### config.mk
export PLATFORM = sky130hd
export DESIGN_NAME = bsg_manycore_host_packet_serdes
export DESIGN_NICKNAME = d
export VERILOG_FILES = /design/src/rtl/bsg_manycore_host_packet_serdes.sv
export SDC_FILE = /design/constraint.sdc
export NUM_CORES = 1
export LEC_CHECK = 0
export ABC_AREA = 1
export BUFFER_PORTS_ARGS = -buffer_cell sky130_fd_sc_hd__buf_4
export CELL_PAD_IN_SITES_DETAIL_PLACEMENT = 1
export CELL_PAD_IN_SITES_GLOBAL_PLACEMENT = 2
export CORE_UTILIZATION = 35
export DETAILED_ROUTE_END_ITERATION = 8
export GPL_TIMING_DRIVEN = 0
export PLACE_DENSITY = 0.64
export SLEW_MARGIN = 15
export SYNTH_ARGS = -nofsm -noshare
export SYNTH_HDL_FRONTEND = slang
export SYNTH_SLANG_ARGS = --single-unit
### constraint.sdc
create_clock -name clk_i -period 8.7 [get_ports clk_i]
set_input_delay 0.435 -clock clk_i [delete_from_list [all_inputs] [get_ports clk_i]]
set_output_delay 0.435 -clock clk_i [all_outputs]
set_load 0.01 [all_outputs]
### src/rtl/bsg_manycore_host_packet_serdes.sv
// Host word <-> manycore packet serdes.
// Packs four TX host words per packet; unpacks RX packets into host words.
module bsg_manycore_host_packet_serdes #(
  parameter int host_width_p = 32,
  parameter int fifo_width_p = 128,
  parameter int tx_els_p = 4,
  parameter int rx_els_p = 4,
  parameter int rcv_th_p = 2,
  localparam int tx_vac_w = $clog2(4*tx_els_p+1),
  localparam int rx_occ_w = $clog2(4*rx_els_p+1)
) (
  input  logic clk_i,
  input  logic reset_i,
  input  logic host_v_i,
  input  logic [host_width_p-1:0] host_data_i,
  output logic host_ready_o,
  output logic pkt_v_o,
  output logic [fifo_width_p-1:0] pkt_data_o,
  input  logic pkt_ready_i,
  input  logic pkt_v_i,
  input  logic [fifo_width_p-1:0] pkt_data_i,
  output logic pkt_ready_o,
  output logic host_v_o,
  output logic [host_width_p-1:0] host_data_o,
  input  logic host_yumi_i,
  output logic [tx_vac_w-1:0] tx_vacancy_o,
  output logic [rx_occ_w-1:0] rx_occupancy_o,
  output logic rcv_fifo_th_o
);

  localparam int tx_pw = (tx_els_p > 1) ? $clog2(tx_els_p) : 1;
  localparam int rx_pw = (rx_els_p > 1) ? $clog2(rx_els_p) : 1;
  localparam int tx_cw = $clog2(tx_els_p+1);
  localparam int rx_cw = $clog2(rx_els_p+1);

  // TX side state
  logic [1:0] tx_cnt_r;
  logic [3*host_width_p-1:0] pack_r;
  logic [fifo_width_p-1:0] tx_mem [tx_els_p];
  logic [tx_pw-1:0] tx_wr_r, tx_rd_r;
  logic [tx_cw-1:0] tx_count_r;
  logic tx_full, host_fire, tx_push, tx_pop;

  // RX side state
  logic [1:0] rx_cnt_r;
  logic [fifo_width_p-1:0] rx_mem [rx_els_p];
  logic [rx_pw-1:0] rx_wr_r, rx_rd_r;
  logic [rx_cw-1:0] rx_count_r;
  logic [fifo_width_p-1:0] rx_head;
  logic rx_full, rx_push, rx_pop, host_take;

  int tx_free;
  int rx_used;

  assign tx_full = tx_count_r == tx_cw'(tx_els_p);
  assign host_ready_o = (tx_cnt_r != 2'd3) | ~tx_full;
  assign host_fire = host_v_i & host_ready_o;
  assign tx_push = host_fire & (tx_cnt_r == 2'd3);
  assign pkt_v_o = tx_count_r != '0;
  assign tx_pop = pkt_v_o & pkt_ready_i;
  assign pkt_data_o = tx_mem[tx_rd_r];

  // A head pop this cycle frees a slot, so a full RX FIFO may still
  // take a packet in the same cycle.
  assign rx_full = rx_count_r == rx_cw'(rx_els_p);
  assign host_v_o = rx_count_r != '0;
  assign host_take = host_yumi_i & host_v_o;
  assign rx_pop = host_take & (rx_cnt_r == 2'd3);
  assign pkt_ready_o = ~rx_full | rx_pop;
  assign rx_push = pkt_v_i & pkt_ready_o;
  assign rx_head = rx_mem[rx_rd_r];

  // Pack words 0..2; word 3 goes straight into the FIFO with them
  always_ff @(posedge clk_i) begin
    for (int k = 0; k < 3; k++)
      if (host_fire && tx_cnt_r == 2'(k))
        pack_r[k*host_width_p +: host_width_p] <= host_data_i;
    if (tx_push)
      tx_mem[tx_wr_r] <= {host_data_i, pack_r};
    if (rx_push)
      rx_mem[rx_wr_r] <= pkt_data_i;
  end

  // TX slot counter, FIFO pointers and occupancy
  always_ff @(posedge clk_i) begin
    if (reset_i) begin
      tx_cnt_r <= '0;
      tx_wr_r <= '0;
      tx_rd_r <= '0;
      tx_count_r <= '0;
    end else begin
      if (host_fire)
        tx_cnt_r <= tx_cnt_r + 2'd1;
      if (tx_push)
        tx_wr_r <= (tx_wr_r == tx_pw'(tx_els_p-1))
                 ? '0 : tx_wr_r + tx_pw'(1);
      if (tx_pop)
        tx_rd_r <= (tx_rd_r == tx_pw'(tx_els_p-1))
                 ? '0 : tx_rd_r + tx_pw'(1);
      if (tx_push && !tx_pop)
        tx_count_r <= tx_count_r + tx_cw'(1);
      else if (!tx_push && tx_pop)
        tx_count_r <= tx_count_r - tx_cw'(1);
    end
  end

  // RX word index, FIFO pointers and occupancy
  always_ff @(posedge clk_i) begin
    if (reset_i) begin
      rx_cnt_r <= '0;
      rx_wr_r <= '0;
      rx_rd_r <= '0;
      rx_count_r <= '0;
    end else begin
      if (host_take)
        rx_cnt_r <= rx_cnt_r + 2'd1;
      if (rx_push)
        rx_wr_r <= (rx_wr_r == rx_pw'(rx_els_p-1))
                 ? '0 : rx_wr_r + rx_pw'(1);
      if (rx_pop)
        rx_rd_r <= (rx_rd_r == rx_pw'(rx_els_p-1))
                 ? '0 : rx_rd_r + rx_pw'(1);
      if (rx_push && !rx_pop)
        rx_count_r <= rx_count_r + rx_cw'(1);
      else if (!rx_push && rx_pop)
        rx_count_r <= rx_count_r - rx_cw'(1);
    end
  end

  // Word select from the RX head packet
  always_comb begin
    host_data_o = '0;
    for (int k = 0; k < 4; k++)
      if (rx_cnt_r == 2'(k))
        host_data_o = rx_head[k*host_width_p +: host_width_p];
  end

  // Status from registered state; vacancy floors at zero while
  // the pack register holds words beyond a full FIFO.
  always_comb begin
    tx_free = 4*(tx_els_p - int'(tx_count_r)) - int'(tx_cnt_r);
    rx_used = 4*int'(rx_count_r) - int'(rx_cnt_r);
    tx_vacancy_o = (tx_free < 0) ? '0 : tx_vac_w'(tx_free);
    rx_occupancy_o = rx_occ_w'(rx_used);
    rcv_fifo_th_o = (rx_els_p - int'(rx_count_r)) < rcv_th_p;
  end

  yumi_needs_valid: assert property (
    @(posedge clk_i) disable iff (reset_i)
    host_yumi_i |-> host_v_o);

endmodule

==> flow_metrics.py, run 1 <==
metrics = {
    "outcome": {
        "status": "completed",
    },
    "clock_tree": {
        "max_h_tree_level": 4,
        "path_clk_slew_ns": 0.06,
        "tritoncts_num_sinks": 1142,
        "cts_resized": 0,
        "clk_path_buf_depth": 3,
        "cts_buffers": 132,
        "clock_tree_from_tritoncts": "built",
        "cts-root-buf": "clkbuf_16",
        "clock_latency_ns": 0.76,
        "post_cts.repair.setup_buffers": 0,
    },
    "floorplan": {
        "die_height_um": 358,
        "top_level_ports": 341,
        "placeableCoreArea_sq_mm": 0.126,
        "core.rowCount": 130,
        "die_width_um": 358,
        "floorplan.initialDensity": 0.353,
        "fp.dieArea_sq_mm": 0.128,
    },
    "yosys": {
        "postSynthRegisterBits": 1142,
        "ys_warn_count": 0,
        "dominantRegCellSynth": "edfxtp_1",
        "ys_seq_area_frac": 0.767,
        "synth-async-reset-ratio": 0,
        "synth-simple-area-share": 0.112,
        "synth_most_common_cell": "edfxtp_1",
        "postSynthCellCount": 3448,
        "main_combinational_cell_family_by_area_after_synthesis": "simple AND/OR/NAND/NOR gates",
        "post_synth_num_cell_types": 23,
        "synth-edff-count": 1120,
        "synthMuxAreaShare": 0,
        "synthDominantCellAreaShare": 0.757,
        "synth-xor-area-share": 0.000986,
        "synth_top_area_cell": "edfxtp_1",
        "yosys.area_share.adder": 0.00879,
        "yosys-top-cells-count": "edfxtp_1 (1120), nand2_1 (590), nor2_1 (345)",
        "top_area_cells_in_the_synthesized_netlist": "edfxtp_1 (76%), nand2_1 (5.0%), o21ai_0 (3.8%), nand3_1 (3.3%), nor2_1 (2.9%)",
        "synth_nets": 3644,
        "synth.cell_area_sq_mm": 0.0444,
        "synth_area_per_cell_sq_um": 12.9,
        "synth_compound_gate_area_share": 0.0632,
    },
    "pwr": {
        "cell_internal_pwr_mw": 10.6,
        "power.sequential.fraction": 0.424,
        "power.share.combinational": 0.210,
        "static-leakage-power_nw": 21.1,
        "sw_frac_of_total": 0.291,
        "power_switching_mw": 4.36,
        "peak_vdd_ir_mv": 0.190,
        "clock_power_share": 0.367,
        "power_per_standard_cell_area_mw_per_mm2": 266,
    },
    "critical_path": {
        "critPathMaxFanout": 10,
        "worstSetupEndpointType": "primary output",
        "startpoint_type": "flop",
        "worst_ep_arrival_time_ns": 3.88,
        "critPathRequiredTime_ns": 8.27,
        "crit_type": "reg2out",
    },
    "sta": {
        "final.period_utilization": 0.497,
        "max_clock_freq_ghz": 0.232,
        "max_slew_margin": 0.276,
        "finalClockSkew_ns": 0.0155,
        "fin_crit_ns": 4.32,
        "tightest_slew_ns": 1.09,
        "final_worst_slack_ns": 4.38,
        "timing_hold_violations_final": 0,
        "setup_repair_after_global_routing_missed_its_margin": "false",
        "final-max-slew-violation-count": 0,
        "timing.final.setup_violations": 0,
        "final.setup.tns_ns": 0,
    },
    "routing": {
        "drt.antenna.violating_nets": 0,
        "routed-via-count": 29112,
        "detail_route.drc_violations": 0,
        "routed_wire_length_um": 142000,
        "via_per_inst": 4.93,
        "drt_iter0_drc": 2337,
        "detail_route.wl_per_cell_um": 24.1,
        "drt-pass1-iter-count": 5,
    },
    "placement": {
        "dp_hpwl_um": 98200,
        "gp_congestion": 0.783,
        "port-buffer-count": 340,
        "pre_cts_slack_ns": 4.83,
    },
    "grt": {
        "global_route_wire_length_before_repair_um": 203000,
        "grt_antenna_before_repair": 22,
        "first_global_vias": 29853,
        "grt.overflow.total": 0,
        "global_route.usage.total": 0.221,
        "grt_start_max_net_pins": 24,
    },
    "run": {
        "maxCapViolations": 0,
    },
    "cells_and_area": {
        "layout_cell_share_with_drive_strength_beyond_1": 0.163,
        "net_count_of_the_finished_layout": 4334,
        "synthesis_to_finish_area_growth_pct": 26.7,
        "n_fill_cell": 12969,
    },
    "worst_hold_path": {
        "timing.hold.worst.class": "in2reg",
    },
}
## registers in the layout, summed over array words and instances, names as in the netlist, named ones only
register	count
pack_r	96
rx_cnt_r	2
rx_count_r	3
rx_mem	512
rx_rd_r	2
rx_wr_r	2
tx_cnt_r	2
tx_count_r	3
tx_mem	512
tx_rd_r	2
tx_wr_r	2
## power groups by stage
| stage | logic [mW] | clock network [mW] | registers [mW] |
|---|---|---|---|
| after detailed placement | 3.12 | 0 | 6.46 |
| after floorplan | 1.33 | 0 | 6.48 |
| after global placement | 3.02 | 0 | 6.54 |
| after CTS | 3.20 | 5.62 | 6.35 |
| after global routing | 3.41 | 5.81 | 6.36 |
| final | 3.14 | 5.49 | 6.35 |
## metal layers
| metal | track usage | vias to the layer above | share of wire |
|---|---|---|---|
| met1 | 0.315 | 14654 | 0.46 |
| met2 | 0.341 | 743 | 0.45 |
| met5 | 0 | - | 0.00065 |
| li1 | - | 13502 | - |
| met3 | 0.0447 | 199 | 0.059 |
| met4 | 0.0660 | 14 | 0.024 |
## path summary, 6_finish.rpt
| path | from | end | slack, ns | depth (start not counted) |
|---|---|---|---|---|
| worst min register to register | pack_r[67]$_DFFE_PP_ | tx_mem[2][67]$_DFFE_PP_ | 0.49 | 0 |
| worst max register to register | rx_count_r[0]$_SDFFE_PP0P_ | rx_mem[1][40]$_DFFE_PP_ | 4.89 | 12 |
| worst max-delay path | rx_cnt_r[1]$_SDFFE_PP0N_ | host_data_o[18] | 4.38 | 10 |
| worst min-delay path | host_yumi_i | rx_rd_r[1]$_SDFFE_PP0N_ | 0.1 | 5 |
## cells by family after synthesis
group           Yosys count
flops                  1142
fa+ha+maj                30
simple gates           1227
xor+xnor                  5
compound gates          520
buf+inv                 524
## repair_timing
item	CTS	global route
hold buffers	161	0
endpoints found under the hold margin	741	0
endpoints found under the setup margin	0	0
## placed cells by master, fill, tap and decap left out, types with 15 or more instances in the layout
cell type | Yosys | final
inv_1 | 331 | 331
edfxtp_1 | 1120 | 1120
o22ai_1 | 160 | 160
clkinv_1 | 0 | 27
clkinv_2 | 0 | 25
ha_1 | 28 | 28
clkbuf_16 | 0 | 133
clkbuf_1 | 76 | 102
bufinv_16 | 0 | 15
a21oi_1 | 17 | 17
nand2_1 | 590 | 590
buf_1 | 20 | 20
dfxtp_1 | 22 | 22
buf_4 | 15 | 355
o21ai_0 | 338 | 338
buf_16 | 0 | 19
buf_12 | 0 | 36
nor2_1 | 345 | 334
buf_2 | 78 | 78
nand3_1 | 290 | 290
dlygate4sd3_1 | 0 | 161
## through the flow
stage          cell area (sq um)  utilization  std cells  hold slack, ns  power [mW]
2_1_floorplan              44400            -       3448           0.451        7.81
3_3_place_gp               49000        0.390       5438           0.474        9.56
3_5_place_dp               50400        0.401       5493           0.479        9.58
4_1_cts                    56200        0.447       5896          0.0370        15.2
5_1_grt                    56200        0.447       5899          0.0920        15.6
6_report                   56300        0.447       5905          0.0960        15.0
## layout make-up
class | instances | area [sq um] | share of cell area
Multi-Input combinational cell | 1782 | 8300 | 0.147
Inverter | 333 | 1250 | 0.0222
Clock inverter | 82 | 822 | 0.0146
Tap cell | 1650 | 2060 | 0.0367
Buffer | 191 | 886 | 0.0157
Timing Repair Buffer | 556 | 5410 | 0.0961
Sequential cell | 1142 | 34100 | 0.606
Antenna cell | 9 | 22.5 | 0.000400
Clock buffer | 160 | 3440 | 0.0611
## worst max-delay path, stage by stage (launching register included)
cell	delay [ns]
dfxtp_1	0.38
inv_1	0.09
ha_1	0.29
clkbuf_1	0.30
nor2_1	0.73
clkbuf_1	0.40
nand2_1	0.15
nand3_1	0.23
nand2_1	0.08
nand2_1	0.28
buf_4	0.19
Power figures use the tool's default switching activity.
==> run 2: changes to the inputs <==
Settings changed: ABC_AREA 1 to 0, PLACE_DENSITY 0.64 to 0.57.
Clock period 8.7 ns to 4.45 ns, I/O delays scaled along.
==> run 2 against run 1 <==
- first-iteration DRC count fell by 57%
- wire length is 29% lower
- combinational power increased by 46%
- count of clock-buffer cells in the layout shrank 15
- non-clock buffer count down 142
- synthesized cell count decreased by 48%
- clock power is 84% higher
- design area shrank 5.8%
- register-to-register slack worse by 4.0 ns
- setup slack got worse by 3.6 ns
- die area shrank 5.2%
- highest routed layer unchanged
==> flow_metrics.py, run 2 <==
metrics = {
    "yosys": {
        "postSynthCellCount": 1782,
        "synth_area_per_cell_sq_um": 23.6,
        "post_synth_num_cell_types": 40,
        "ys_seq_area_frac": 0.809,
        "synth-edff-count": 1120,
        "ys_warn_count": 0,
        "dominantRegCellSynth": "edfxtp_1",
        "top_area_cells_in_the_synthesized_netlist": "edfxtp_1 (80%), mux4_2 (12%), mux2i_1 (1.7%), dfxtp_1 (1.0%), ha_1 (0.83%)",
        "postSynthRegisterBits": 1142,
        "synthDominantCellAreaShare": 0.799,
        "synth.cell_area_sq_mm": 0.0421,
        "synth_nets": 1978,
        "synth_most_common_cell": "edfxtp_1",
        "synth-async-reset-ratio": 0,
        "synth_top_area_cell": "edfxtp_1",
        "yosys-top-cells-count": "edfxtp_1 (1120), mux4_2 (223), mux2i_1 (72)",
    },
    "sta": {
        "max_clock_freq_ghz": 0.273,
        "final_worst_slack_ns": 0.789,
        "tightest_slew_ns": 0.953,
        "fin_worst_hold_slack_ns": 0.0437,
        "final-max-slew-violation-count": 0,
        "finalClockSkew_ns": 0.0233,
        "timing.final.setup_violations": 0,
        "fin_crit_ns": 3.66,
        "final.period_utilization": 0.823,
        "timing_hold_violations_final": 0,
        "setup_repair_after_global_routing_missed_its_margin": "false",
        "max_slew_margin": 0.364,
        "final.setup.tns_ns": 0,
    },
    "cells_and_area": {
        "net_count_of_the_finished_layout": 2625,
        "multi_input_area_sq_mm": 0.00751,
        "final-instance-count-excl-fill": 4146,
        "synthesis_to_finish_area_growth_pct": 25.9,
        "layout_cell_share_with_drive_strength_beyond_1": 0.334,
        "final_area_sq_mm": 0.0530,
        "n_fill_cell": 10940,
        "mostFrequentLayoutCell": "edfxtp_1",
        "sequential_cell_area_sq_mm": 0.0341,
        "reg_top3": "rx_mem: 512 flops, tx_mem: 512 flops, pack_r: 96 flops",
        "top_library_cells_by_usage_in_the_layout_fill_and_taps_aside": "edfxtp_1 (1120), buf_4 (342), mux4_2 (223)",
        "finalCoreUtilization": 0.447,
    },
    "grt": {
        "grt.met2_usage": 0.292,
        "grt_util_met3": 0.0378,
        "met1_usage": 0.207,
        "global_route.usage.total": 0.167,
        "grt_antenna_before_repair": 25,
        "grt.overflow.total": 0,
        "grt.busiest_layer": "met2",
        "global_route_wire_length_before_repair_um": 148000,
        "first_global_vias": 22190,
        "grt_start_max_net_pins": 45,
    },
    "clock_tree": {
        "tritoncts_num_sinks": 1142,
        "cts_resized": 0,
        "clock_latency_ns": 0.70,
        "cts-root-buf": "clkbuf_16",
        "post_cts.repair.setup_buffers": 0,
        "path_clk_slew_ns": 0.06,
        "cts_buffers": 120,
        "clk_path_buf_depth": 3,
        "clock_tree_from_tritoncts": "built",
        "cts_hold_repair.buffers": 162,
        "max_h_tree_level": 3,
    },
    "critical_path": {
        "worstSetupEndpointType": "primary output",
        "crit_type": "reg2out",
        "critPathMaxFanout": 10,
        "setup.worst_path.start": "rx_cnt_r[0]$_SDFFE_PP0N_",
        "r2r.worst_path.cells": 9,
        "worst_ep_arrival_time_ns": 3.44,
        "startpoint_type": "flop",
        "critPathRequiredTime_ns": 4.23,
        "regToRegStartpoint": "rx_count_r[0]$_SDFFE_PP0P_",
    },
    "floorplan": {
        "core.rowCount": 126,
        "placeableCoreArea_sq_mm": 0.119,
        "fp.dieArea_sq_mm": 0.122,
        "top_level_ports": 341,
        "die_width_um": 349,
        "die_height_um": 349,
        "floorplan.initialDensity": 0.355,
    },
    "routing": {
        "detail_route.drc_violations": 0,
        "drt.antenna.violating_nets": 0,
        "routed_wire_length_um": 101000,
        "via_per_inst": 4.84,
        "detail_route.wl_per_cell_um": 24.4,
        "drt_iter0_drc": 999,
        "routed-via-count": 20060,
        "drt-pass1-iter-count": 5,
    },
    "placement": {
        "pre_cts_slack_ns": 0.812,
        "dp_hpwl_um": 64500,
        "gp_congestion": 0.702,
        "port-buffer-count": 339,
        "placed_area_sq_mm": 0.0473,
        "cell_count_post_placement": 3745,
    },
    "worst_hold_path": {
        "timing.hold.worst.class": "in2reg",
        "worst_hold_path.num_cells": 4,
        "hold_start": "pkt_ready_i",
    },
    "run": {
        "maxCapViolations": 0,
    },
    "pwr": {
        "power_per_standard_cell_area_mw_per_mm2": 512,
        "static-leakage-power_nw": 17.2,
        "peak_vdd_ir_mv": 0.351,
        "power_mw": 27.2,
    },
    "outcome": {
        "status": "completed",
    },
}
-- run 2: final timing paths --
check	endpoint	slack, ns
max	host_data_o[14]	0.79
min	tx_rd_r[1]$_SDFFE_PP0N_	0.04
max reg2reg	rx_mem[3][104]$_DFFE_PP_	0.91
min reg2reg	tx_mem[1][71]$_DFFE_PP_	0.49
-- run 2: logic make-up (layout without fill, tap and decap cells) --
kind of cell | Yosys count | count (layout) | share of synthesized area
AO/OA/AOI/OAI | 114 | 114 | 0.0203
XOR/XNOR | 11 | 11 | 0.00229
adder cells (fa/ha/maj) | 30 | 30 | 0.00927
buffers and inverters | 102 | 853 | 0.0133
flip-flops | 1142 | 1142 | 0.809
multiplexers | 296 | 296 | 0.137
other | 0 | 13 | 0
AND/OR/NAND/NOR | 87 | 87 | 0.00912
-- run 2: power by group --
part	switching (mW)	internal [mW]	total (mW)
clock network	4.12	6.02	10.1
logic	2.42	2.16	4.58
registers	0.156	12.3	12.5
total	6.69	20.5	27.2
-- run 2: routing by layer --
layer	routed length [um]	up-vias
li1	-	8841
met1	40800	10600
met2	52400	439
met3	5480	158
met4	2250	22
met5	138	-
-- run 2: area by class of cell --
cell class	count	share of cell area
repair buffers	525	0.0905
flip-flops and latches	1142	0.643
inverters	22	0.00156
well taps	1600	0.0378
diodes	13	0.000614
multi-input cells	538	0.142
clock buffers	145	0.0602
clock inverters	81	0.0160
plain buffers	80	0.00904
-- run 2: worst max-delay path: stages, from the launching register on --
cell      delay [ns]
dfxtp_1         0.42
inv_1           0.11
ha_1            0.28
nor2_1          0.39
buf_1           0.69
o221ai_2        0.22
a21oi_1         0.33
nor2_1          0.13
buf_4           0.16
